<file path="src/rtl/fejkon_pcie_pkg.sv">
// Shared TLP streaming widths, beat record and TX arbiter state encoding.
// Pure definitions: no latency, no flow control.
package fejkon_pcie_pkg;

  localparam int TLP_DATA_W  = 256;
  localparam int TLP_EMPTY_W = 2;

  typedef enum logic [1:0] {
    IDLE      = 2'd0,
    GRANT_CPL = 2'd1,
    GRANT_DMA = 2'd2
  } arb_state_e;

  typedef struct packed {
    logic [TLP_DATA_W-1:0]  data;
    logic [TLP_EMPTY_W-1:0] empty;
    logic                   sop;
    logic                   eop;
  } st_beat_t;

endpackage

</file>
<file path="src/rtl/fejkon_st_pipe_reg.sv">
// One-deep Avalon-ST register stage: 1-cycle latency, holds its beat while the
// sink stalls; in_ready = down_ready | ~out_valid so a consumed slot refills same cycle.
module fejkon_st_pipe_reg
  import fejkon_pcie_pkg::*;
(
  input  logic     clk,
  input  logic     reset,
  input  logic     in_valid,
  input  st_beat_t in_beat,
  output logic     in_ready,
  output logic     out_valid,
  output st_beat_t out_beat,
  input  logic     down_ready
);

  assign in_ready = down_ready | ~out_valid;

  always_ff @(posedge clk) begin
    if (reset) begin
      out_valid <= 1'b0;
      out_beat  <= '0;
    end else if (in_ready) begin
      out_valid <= in_valid;
      if (in_valid) out_beat <= in_beat;
    end
  end

endmodule

</file>
<file path="src/rtl/fejkon_pcie_tx_arb.sv">
// Packet-atomic arbiter merging completion and DMA TLP streams onto the hard IP TX port.
// One register stage of latency; granted sink sees output-stage ready, ungranted sink stalls.
module fejkon_pcie_tx_arb
  import fejkon_pcie_pkg::*;
#(
  parameter int CPL_PRIORITY = 0
) (
  input  logic                   clk,
  input  logic                   reset,
  input  logic [TLP_DATA_W-1:0]  cpl_data,
  input  logic                   cpl_startofpacket,
  input  logic                   cpl_endofpacket,
  input  logic [TLP_EMPTY_W-1:0] cpl_empty,
  input  logic                   cpl_valid,
  output logic                   cpl_ready,
  input  logic [TLP_DATA_W-1:0]  dma_data,
  input  logic                   dma_startofpacket,
  input  logic                   dma_endofpacket,
  input  logic [TLP_EMPTY_W-1:0] dma_empty,
  input  logic                   dma_valid,
  output logic                   dma_ready,
  output logic [TLP_DATA_W-1:0]  tx_st_data,
  output logic                   tx_st_startofpacket,
  output logic                   tx_st_endofpacket,
  output logic [TLP_EMPTY_W-1:0] tx_st_empty,
  output logic                   tx_st_valid,
  output logic                   tx_st_error,
  input  logic                   tx_st_ready,
  output logic [31:0]            cnt_cpl_pkts,
  output logic [31:0]            cnt_dma_pkts,
  output logic [31:0]            cnt_drop_beats
);

  arb_state_e state;
  logic       last_dma;
  logic       out_ready;
  logic       cpl_req, dma_req, cpl_drop, dma_drop, pick_cpl, pick_dma;
  logic       cpl_take, dma_take, cpl_fwd, dma_fwd;
  logic [1:0] drop_inc;
  st_beat_t   cpl_beat, dma_beat, fwd_beat, out_beat;

  assign cpl_beat = {cpl_data, cpl_empty, cpl_startofpacket, cpl_endofpacket};
  assign dma_beat = {dma_data, dma_empty, dma_startofpacket, dma_endofpacket};

  always_comb begin
    cpl_req  = cpl_valid & cpl_startofpacket;
    dma_req  = dma_valid & dma_startofpacket;
    cpl_drop = cpl_valid & ~cpl_startofpacket;
    dma_drop = dma_valid & ~dma_startofpacket;
    // last_dma starts at 1 so the first round-robin tie goes to completions
    pick_cpl = cpl_req & (~dma_req | (CPL_PRIORITY != 0) | last_dma);
    pick_dma = dma_req & ~pick_cpl;
    cpl_ready = 1'b0;
    dma_ready = 1'b0;
    case (state)
      IDLE: begin
        cpl_ready = cpl_drop | (pick_cpl & out_ready);
        dma_ready = dma_drop | (pick_dma & out_ready);
      end
      GRANT_CPL: cpl_ready = out_ready;
      GRANT_DMA: dma_ready = out_ready;
      default: ;
    endcase
    if (reset) begin
      cpl_ready = 1'b0;
      dma_ready = 1'b0;
    end
    cpl_take = cpl_valid & cpl_ready;
    dma_take = dma_valid & dma_ready;
    // in IDLE only a start-of-packet beat is forwarded; anything else is discarded
    cpl_fwd  = cpl_take & ((state != IDLE) | cpl_startofpacket);
    dma_fwd  = dma_take & ((state != IDLE) | dma_startofpacket);
    drop_inc = {1'b0, cpl_take & ~cpl_fwd} + {1'b0, dma_take & ~dma_fwd};
    fwd_beat = dma_fwd ? dma_beat : cpl_beat;
  end

  always_ff @(posedge clk) begin
    if (reset) begin
      state          <= IDLE;
      last_dma       <= 1'b1;
      cnt_cpl_pkts   <= '0;
      cnt_dma_pkts   <= '0;
      cnt_drop_beats <= '0;
    end else begin
      cnt_drop_beats <= cnt_drop_beats + {30'd0, drop_inc};
      if (cpl_fwd & cpl_endofpacket) cnt_cpl_pkts <= cnt_cpl_pkts + 32'd1;
      if (dma_fwd & dma_endofpacket) cnt_dma_pkts <= cnt_dma_pkts + 32'd1;
      case (state)
        IDLE: begin
          if (cpl_fwd) begin
            last_dma <= 1'b0;
            if (!cpl_endofpacket) state <= GRANT_CPL;
          end else if (dma_fwd) begin
            last_dma <= 1'b1;
            if (!dma_endofpacket) state <= GRANT_DMA;
          end
        end
        GRANT_CPL: if (cpl_fwd & cpl_endofpacket) state <= IDLE;
        GRANT_DMA: if (dma_fwd & dma_endofpacket) state <= IDLE;
        default:   state <= IDLE;
      endcase
    end
  end

  fejkon_st_pipe_reg u_out_reg (
    .clk       (clk),
    .reset     (reset),
    .in_valid  (cpl_fwd | dma_fwd),
    .in_beat   (fwd_beat),
    .in_ready  (out_ready),
    .out_valid (tx_st_valid),
    .out_beat  (out_beat),
    .down_ready(tx_st_ready)
  );

  assign tx_st_data          = out_beat.data;
  assign tx_st_empty         = out_beat.empty;
  assign tx_st_startofpacket = out_beat.sop;
  assign tx_st_endofpacket   = out_beat.eop;
  assign tx_st_error         = 1'b0;

endmodule

</file>
<file path="config.mk">
export PLATFORM = sky130hd
export DESIGN_NAME = fejkon_pcie_tx_arb
export DESIGN_NICKNAME = d
export VERILOG_FILES = /design/src/rtl/fejkon_pcie_pkg.sv /design/src/rtl/fejkon_st_pipe_reg.sv /design/src/rtl/fejkon_pcie_tx_arb.sv
export SDC_FILE = /design/constraint.sdc
export NUM_CORES = 1
export LEC_CHECK = 0
export CORE_AREA = 2 2 341 343
export DETAILED_ROUTE_END_ITERATION = 8
export DIE_AREA = 0 0 343 345
export DONT_BUFFER_PORTS = 1
export GPL_TIMING_DRIVEN = 0
export PLACE_DENSITY_LB_ADDON = 0.25
export SETUP_SLACK_MARGIN = 0.15
export SLEW_MARGIN = 20
export SYNTH_ARGS = -nofsm -noshare
export SYNTH_HDL_FRONTEND = slang
export SYNTH_SLANG_ARGS = --single-unit
</file>
<file path="constraint.sdc">
create_clock -name clk -period 3.2 [get_ports clk]
set_input_delay 0.32 -clock clk [delete_from_list [all_inputs] [get_ports clk]]
set_output_delay 0.32 -clock clk [all_outputs]
set_load 0.01 [all_outputs]
</file>
==> summary.md, run 1 <==
| Metric | Value |
|---|---|
| Critical path type | `register to register` |
| Max Cap Violations | `0` |
| Final Hold Slack | `around 0.062 ns` |
| H-tree level count | `2` |
| CP Launch Type | `register` |
| Synth area leaders | `dfxtp_1, a311oi_1, nand2_1` |
| Width of the die | `about 340 um` |
| GP Congestion | `0.971` |
| Yosys top cell by area | `dfxtp_1` |
| Synth-to-layout area growth | `56.7%` |
| CTS Buf Count | `between 40 and 50` |
| Hold Crit Class | `input pin to register` |
| Worst Min Path Start | `dma_data[155]` |
| Met1 wire length | `40800 um` |
| Pre-Repair DR Iteration Count | `7` |
| Syn_area_per_cell | `7.80 um^2` |
| Status | `finished, final reports clean` |
| Initial Util | `13.7%` |
| Max clock buf depth | `3` |
| Clock latency at the later pin of the worst-skew pair | `0.61 ns` |
| Port bufs | `0` |
| Crit Path Max Fanout | `10` |
| DR top layer | `met5` |
| Most common cell on crit path | `buf_6` |
| Post-Syn Instances | `2023` |
| Total power | `12.3 mW` |
| Fraction of layout cells with a size suffix above 1 | `5.60%` |
| CP Capture Type | `register` |
| Routed len/inst | `24.5 um` |
| Clock root cell | `clkbuf_16` |
| Endpoints failing setup | `0` |
| Die Y | `between 300 and 400 um` |
| Tot GR Track Use | `16.4%` |
| #FFs+latches synth | `360` |
| Synth unique cells | `54` |
| Nets | `3125` |
| Final period util | `91.9%` |
| GRT overflow | `0` |
| I/O pin cnt | `885` |
| Largest stage delay on the critical path | `0.52 ns` |
| WP data arrival | `3.41 ns` |
| Asr flop ratio synth | `0%` |
| RSZ-0062 raised after global routing | `yes` |
| TritonCTS clock tree | `yes` |
| Post-DP HPWL | `79500 um` |
| Post-DR vias/cell | `about 4.4` |
| Total wire length | `102000 um` |
| Row count | `125` |
| Clk_skew | `0.0188 ns` |
| Synthesis Warnings | `0` |
| F_max | `340 MHz` |
| Post-synthesis sequential area ratio | `between 40% and 50%` |
| Final non-filler cell total | `4168` |
| Worst VDD drop | `0.000308 V` |
| Number of antenna violations at the first check in global routing | `18` |
| Crit path max-delay cell type | `or4b_4` |
| Ys flop type | `dfxtp_1` |
| Post-route DRC violation count | `0` |
| Inst Count DP | `3549` |
| Die area | `roughly 120000 um^2` |
| DR vias | `18504` |
| Tmin final | `2.94 ns` |
| Static Leak | `8.21 nW` |
| Fin. Hold Viols | `0` |
| CP required | `around 3.7 ns` |
| Post-DRT Antenna Nets | `0` |
| Post-place setup slack | `-0.581 ns` |
| CTS Sinks | `360` |
| Post-synth EDFFs | `0` |
| Vias in the first global route | `18675` |
| R2R Setup Slk | `0.26 ns` |
| Crit-path cells | `buf_6 > or4b_4 > or2_4 > fa_2 > inv_1 > ha_2 > and2_4 > nand4_1 > buf_6 > buf_4 > nor4_4 > xnor2_1 > nor2_1` |
| Max-slew violations | `0` |
| Worst-path clk slew | `~0.06 ns` |
| First-pass GRT wire length | `roughly 140000 um` |
| Largest net degree at the start of global routing | `12` |
| Hold Crit Endpoint | `u_out_reg.out_beat[159]$_SDFFE_PP0P_` |
| Register-to-Register Path Depth | `13` |
| Post-synth top area share | `45.7%` |
| WL met3 | `9920 um` |
| Hold Path Cell Cnt | `2` |
| Core ar. | `roughly 120000 um^2` |
| Synthesized area | `15800 um^2` |
| Pwr dens | `499 nW/um^2` |
| Reg-to-Reg Start | `state[0]$_SDFFE_PP0P_` |
| DRT iter0 DRCs | `1154` |
| Max transition margin | `between 20% and 30%` |
| R2R Path End | `cnt_drop_beats[26]$_SDFF_PP0_` |
| Worst-Margin Slew | `about 1.1 ns` |
| WL met2 | `between 40000 and 50000 um` |
| Syn nets | `about 2600` |
| Setup ws final | `around 0.26 ns` |
[kinds of logic (layout without fill, tap and decap cells)]
group / count (synthesis) / count (layout) / synth area share (%)
flops: 360 / 360 / 45.7
mux: 3 / 3 / 0.198
buf+inv: 201 / 805 / 4.99
other cells: 1 / 18 / 0.0238
fa+ha+maj: 4 / 4 / 0.365
compound gates: 352 / 352 / 18.0
simple gates: 1050 / 1050 / 27.9
xor+xnor: 52 / 52 / 2.89
[stage by stage]
stage	setup TNS (ns)	utilization (%)	instance area [um^2]
after floorplan	0	-	15800
after global placement	-171.76	15.4	17700
after detailed placement	-19.67	15.5	17800
after CTS	0	21.4	24600
after global routing	0	21.5	24700
final	0	21.5	24700
[final cells by class]
class | count | area (um^2)
clock buffers | 66 | 1370
diodes | 17 | 42.5
clock inverters | 13 | 143
well taps | 1524 | 1910
inverters | 24 | 90.1
repair buffers | 525 | 5280
multi-input cells | 1462 | 7910
plain buffers | 177 | 758
fillers | 12863 | 90400
flip-flops and latches | 360 | 7210
[critical path: cells and delay by family, from the launching register on]
kind	cells	cell delay (ns)
xor+xnor	1	0.15
fa+ha+maj	2	0.52
buf+inv	4	0.52
flops	1	0.33
simple gates	6	1.28
[worst max-delay path by stage]
stage                                      from                                   to  slack, ns  cells past startpoint
2_1_floorplan             state[0]$_SDFFE_PP0P_        cnt_drop_beats[30]$_SDFF_PP0_       0.20                     12
3_3_place_gp   u_out_reg.out_valid$_SDFFE_PP0N_  u_out_reg.out_beat[68]$_SDFFE_PP0P_      -1.31                      8
3_5_place_dp   u_out_reg.out_valid$_SDFFE_PP0N_  u_out_reg.out_beat[68]$_SDFFE_PP0P_      -0.58                      9
4_1_cts                   state[1]$_SDFFE_PP0P_  u_out_reg.out_beat[68]$_SDFFE_PP0P_       0.12                      8
5_1_grt                   state[0]$_SDFFE_PP0P_        cnt_drop_beats[26]$_SDFF_PP0_       0.15                     13
6_report                  state[0]$_SDFFE_PP0P_        cnt_drop_beats[26]$_SDFF_PP0_       0.26                     13
[cell usage after synthesis (all sizes together), types with 9 or more instances]
| master | n |
|---|---|
| nand2 | 554 |
| o21ai | 20 |
| or3 | 21 |
| a21oi | 42 |
| nor3 | 19 |
| clkbuf | 164 |
| o31ai | 17 |
| nor2 | 322 |
| nand3 | 36 |
| inv | 24 |
| xor2 | 9 |
| dfxtp | 360 |
| nand4 | 18 |
| a311oi | 259 |
| or4 | 18 |
| and4 | 13 |
| buf | 13 |
| nor4 | 24 |
| xnor2 | 43 |
[flip-flops by register name, summed over array words and instances, names as in the netlist]
signal / cells
cnt_cpl_pkts: 32
cnt_dma_pkts: 32
cnt_drop_beats: 32
last_dma: 1
state: 2
u_out_reg.out_beat: 260
u_out_reg.out_valid: 1
[cells in the final DEF, fill, tap and decap left out, drive strengths merged, types with 2 or more instances in the layout]
| cell | synthesis | final |
|---|---|---|
| inv | 24 | 24 |
| nand4 | 18 | 18 |
| nand3b | 2 | 2 |
| mux2i | 2 | 2 |
| or3 | 21 | 21 |
| a311oi | 259 | 259 |
| and2 | 4 | 4 |
| nand3 | 36 | 36 |
| or4 | 18 | 18 |
| xnor2 | 43 | 43 |
| ha | 3 | 3 |
| or4b | 2 | 2 |
| buf | 13 | 21 |
| xor2 | 9 | 9 |
| o21ai | 20 | 20 |
| clkinv | 0 | 9 |
| nor4 | 24 | 24 |
| and3 | 7 | 7 |
| dlygate4sd3 | 0 | 518 |
| or2 | 2 | 2 |
| a21oi | 42 | 42 |
| nor2b | 3 | 3 |
| nand2b | 3 | 3 |
| clkbuf | 164 | 229 |
| a31oi | 2 | 2 |
| bufinv | 0 | 3 |
| o21a | 2 | 2 |
| o31ai | 17 | 17 |
| dfxtp | 360 | 360 |
| diode | 0 | 17 |
| nor3 | 19 | 19 |
| nor2 | 322 | 322 |
| nand2 | 554 | 554 |
| and4 | 13 | 13 |
[per-layer routing]
metal  global-route usage [%]  up-vias
li1                         -     8321
met1                     19.8     8996
met2                     26.5      955
met3                     5.44      228
met4                     7.30        4
met5                        0        -
[timing repair]
action / 4_1_cts / 5_1_grt
setup buffers: 3 / 1
hold buffers: 518 / 0
hold endpoints to repair: 265 / 0
endpoints found under the setup margin: 267 / 41
gates resized for setup: 28 / 25
gates cloned: 1 / 0
pin swaps: 1 / 9
[power breakdown]
group	leakage [nW]	internal (mW)	switching, mW
registers	2.94	4.78	0.532
logic	4.53	0.731	0.899
clock network	0.750	3.19	2.19
Power figures use the tool's default switching activity.
==> inputs of run 2 (changes only) <==
Settings changed: CORE_AREA 2 2 341 343 to 2 2 342 344, DIE_AREA 0 0 343 345 to 0 0 344 346.
==> run 2 against run 1 <==
Against the previous run:
- clock skew about the same
- combinational power about the same
- core utilization about the same
- largest power group unchanged
- highest routed layer unchanged
==> summary.md, run 2 (same netlist as run 1, synthesis figures left out) <==
| Metric | Value |
|---|---|
| Post-route DRC violation count | `0` |
| Number of antenna violations at the first check in global routing | `26` |
| Width of the die | `344 um` |
| Post-DR vias/cell | `4.37` |
| CP Capture Type | `register` |
| Die area | `119000 um^2` |
| Vias in the first global route | `18815` |
| H-tree level count | `2` |
| Max clock buf depth | `3` |
| Worst VDD drop | `0.000393 V` |
| Clk_skew | `about 0.019 ns` |
| Post-DP HPWL | `79400 um` |
| CTS Sinks | `360` |
| Initial Util | `13.7%` |
| Post-DRT Antenna Nets | `0` |
| Endpoints failing setup | `0` |
| Status | `finished, final reports clean` |
| First-pass GRT wire length | `141000 um` |
| Static Leak | `8.23 nW` |
| Most frequent cells in the layout | `nand2_1, dlygate4sd3_1, dfxtp_1, nor2_1, a311oi_1` |
| Crit-path cells | `buf_6 > or4b_4 > or2_4 > fa_2 > inv_2 > ha_4 > and2_4 > nand4_1 > buf_6 > clkbuf_8 > nor4_4 > xnor2_1 > nor2_1` |
| Fraction of layout cells with a size suffix above 1 | `5.67%` |
| Tot GR Track Use | `16.3%` |
| CP Launch Type | `register` |
| Worst-path clk slew | `0.06 ns` |
| Row count | `about 130` |
| Max-slew violations | `0` |
| Max transition margin | `32.5%` |
| Inst Count DP | `approximately 3500` |
| GP Congestion | `0.896` |
| Synth-to-layout area growth | `56.8%` |
| Max Cap Violations | `0` |
| Commonest non-fill, non-tap cell in the layout | `nand2_1` |
| Total wire length | `~100000 um` |
| TritonCTS clock tree | `yes` |
| Crit path max-delay cell type | `or4b_4` |
| Port bufs | `0` |
| Fin. Hold Viols | `0` |
| Clock root cell | `clkbuf_16` |
| Die Y | `between 300 and 400 um` |
| Pwr dens | `~500 nW/um^2` |
| Crit Path Max Fanout | `6` |
| Worst-Margin Slew | `a little over 1 ns` |
| Total power | `between 10 and 15 mW` |
| TNS Setup | `0 ns` |
| Pre-Repair DR Iteration Count | `5` |
| Clock latency at the later pin of the worst-skew pair | `0.60 ns` |
| F_max | `337 MHz` |
| Largest net degree at the start of global routing | `12` |
| CTS Buf Count | `between 40 and 50` |
| CP required | `3.65 ns` |
| GRT overflow | `0` |
| Largest reg by FF count | `u_out_reg.out_beat` |
| Nets | `3130` |
| Routed len/inst | `approximately 25 um` |
| Hold Crit Class | `input pin to register` |
| Max reg flops | `260` |
| Tmin final | `2.97 ns` |
| Core ar. | `115000 um^2` |
| DRT iter0 DRCs | `1199` |
| Util after Layout | `about 21%` |
| WP data arrival | `~3.4 ns` |
| Largest stage delay on the critical path | `0.52 ns` |
| I/O pin cnt | `885` |
| Most common cell on crit path | `buf_6` |
| Final non-filler cell total | `around 4200` |
| # fillers | `12724` |
| DR vias | `18197` |
| RSZ-0062 raised after global routing | `yes` |
| Final period util | `92.8%` |
| Critical path type | `register to register` |
## run 2: changes by cell type in the layout (fill, tap and decap cells not counted), sizes merged
cell | before | now
diode | 17 | 15
bufinv | 3 | 2
clkbuf | 229 | 232
clkinv | 9 | 1
buf | 21 | 28
dlygate4sd3 | 518 | 517
clkdlybuf4s15 | 0 | 1
## run 2: what timing repair did
action                                  in CTS  in global routing
resized for setup                           24                 26
pin swaps                                    1                  7
hold buffers                               517                  0
hold endpoints to repair                   265                  0
endpoints found under the setup margin     288                 63
buffers inserted                             4                  8
gates cloned                                 1                  0
## run 2: final timing paths
check	startpoint	end	slack [ns]	cells past startpoint
setup reg to reg	state[0]$_SDFFE_PP0P_	cnt_drop_beats[30]$_SDFF_PP0_	0.23	13
hold / removal	dma_endofpacket	state[1]$_SDFFE_PP0P_	0.07	2
hold reg to reg	u_out_reg.out_beat[76]$_SDFFE_PP0P_	u_out_reg.out_beat[76]$_SDFFE_PP0P_	0.53	2
setup / recovery	state[0]$_SDFFE_PP0P_	cnt_drop_beats[30]$_SDFF_PP0_	0.23	13
## run 2: area by class of cell
class	count	area, um^2	area share [%]
multi-input cells	1462	7930	32.1
plain buffers	177	763	3.09
inverters	24	90.1	0.364
clock buffers	71	1430	5.78
flip-flops and latches	360	7210	29.2
repair buffers	530	5290	21.4
diodes	15	37.5	0.152
well taps	1524	1910	7.71
clock inverters	4	72.6	0.293
## run 2: stage by stage
step / hold slack, ns / setup WS, ns / instance area [um^2]
after floorplan: 0.409 / 0.201 / 15800
after global placement: 0.418 / -1.08 / 17700
after detailed placement: 0.419 / -0.778 / 17800
after CTS: 0.00270 / 0.174 / 24500
after global routing: 0.0497 / 0.141 / 24700
final: 0.0731 / 0.231 / 24700
## run 2: worst max-delay path: cells and delay by family, from the launching register on
| kind | cells | cell delay (ns) |
|---|---|---|
| simple gates | 6 | 1.34 |
| buf+inv | 4 | 0.51 |
| flops | 1 | 0.32 |
| xor+xnor | 1 | 0.15 |
| fa+ha+maj | 2 | 0.52 |
## run 2: routing by layer
metal / up-vias / track usage (%) / wire length [um] / part of all wire (%)
met5: - / 0 / 94 / 0.092
met2: 959 / 26.5 / 47100 / 46
li1: 8321 / - / - / -
met1: 8720 / 19.5 / 41200 / 40
met4: 14 / 7.43 / 4730 / 4.6
met3: 183 / 5.23 / 9580 / 9.3
## run 2: power by group
group / internal [mW] / switching, mW
clock: 3.19 / 2.16
combinational: 0.730 / 0.899
sequential: 4.78 / 0.528
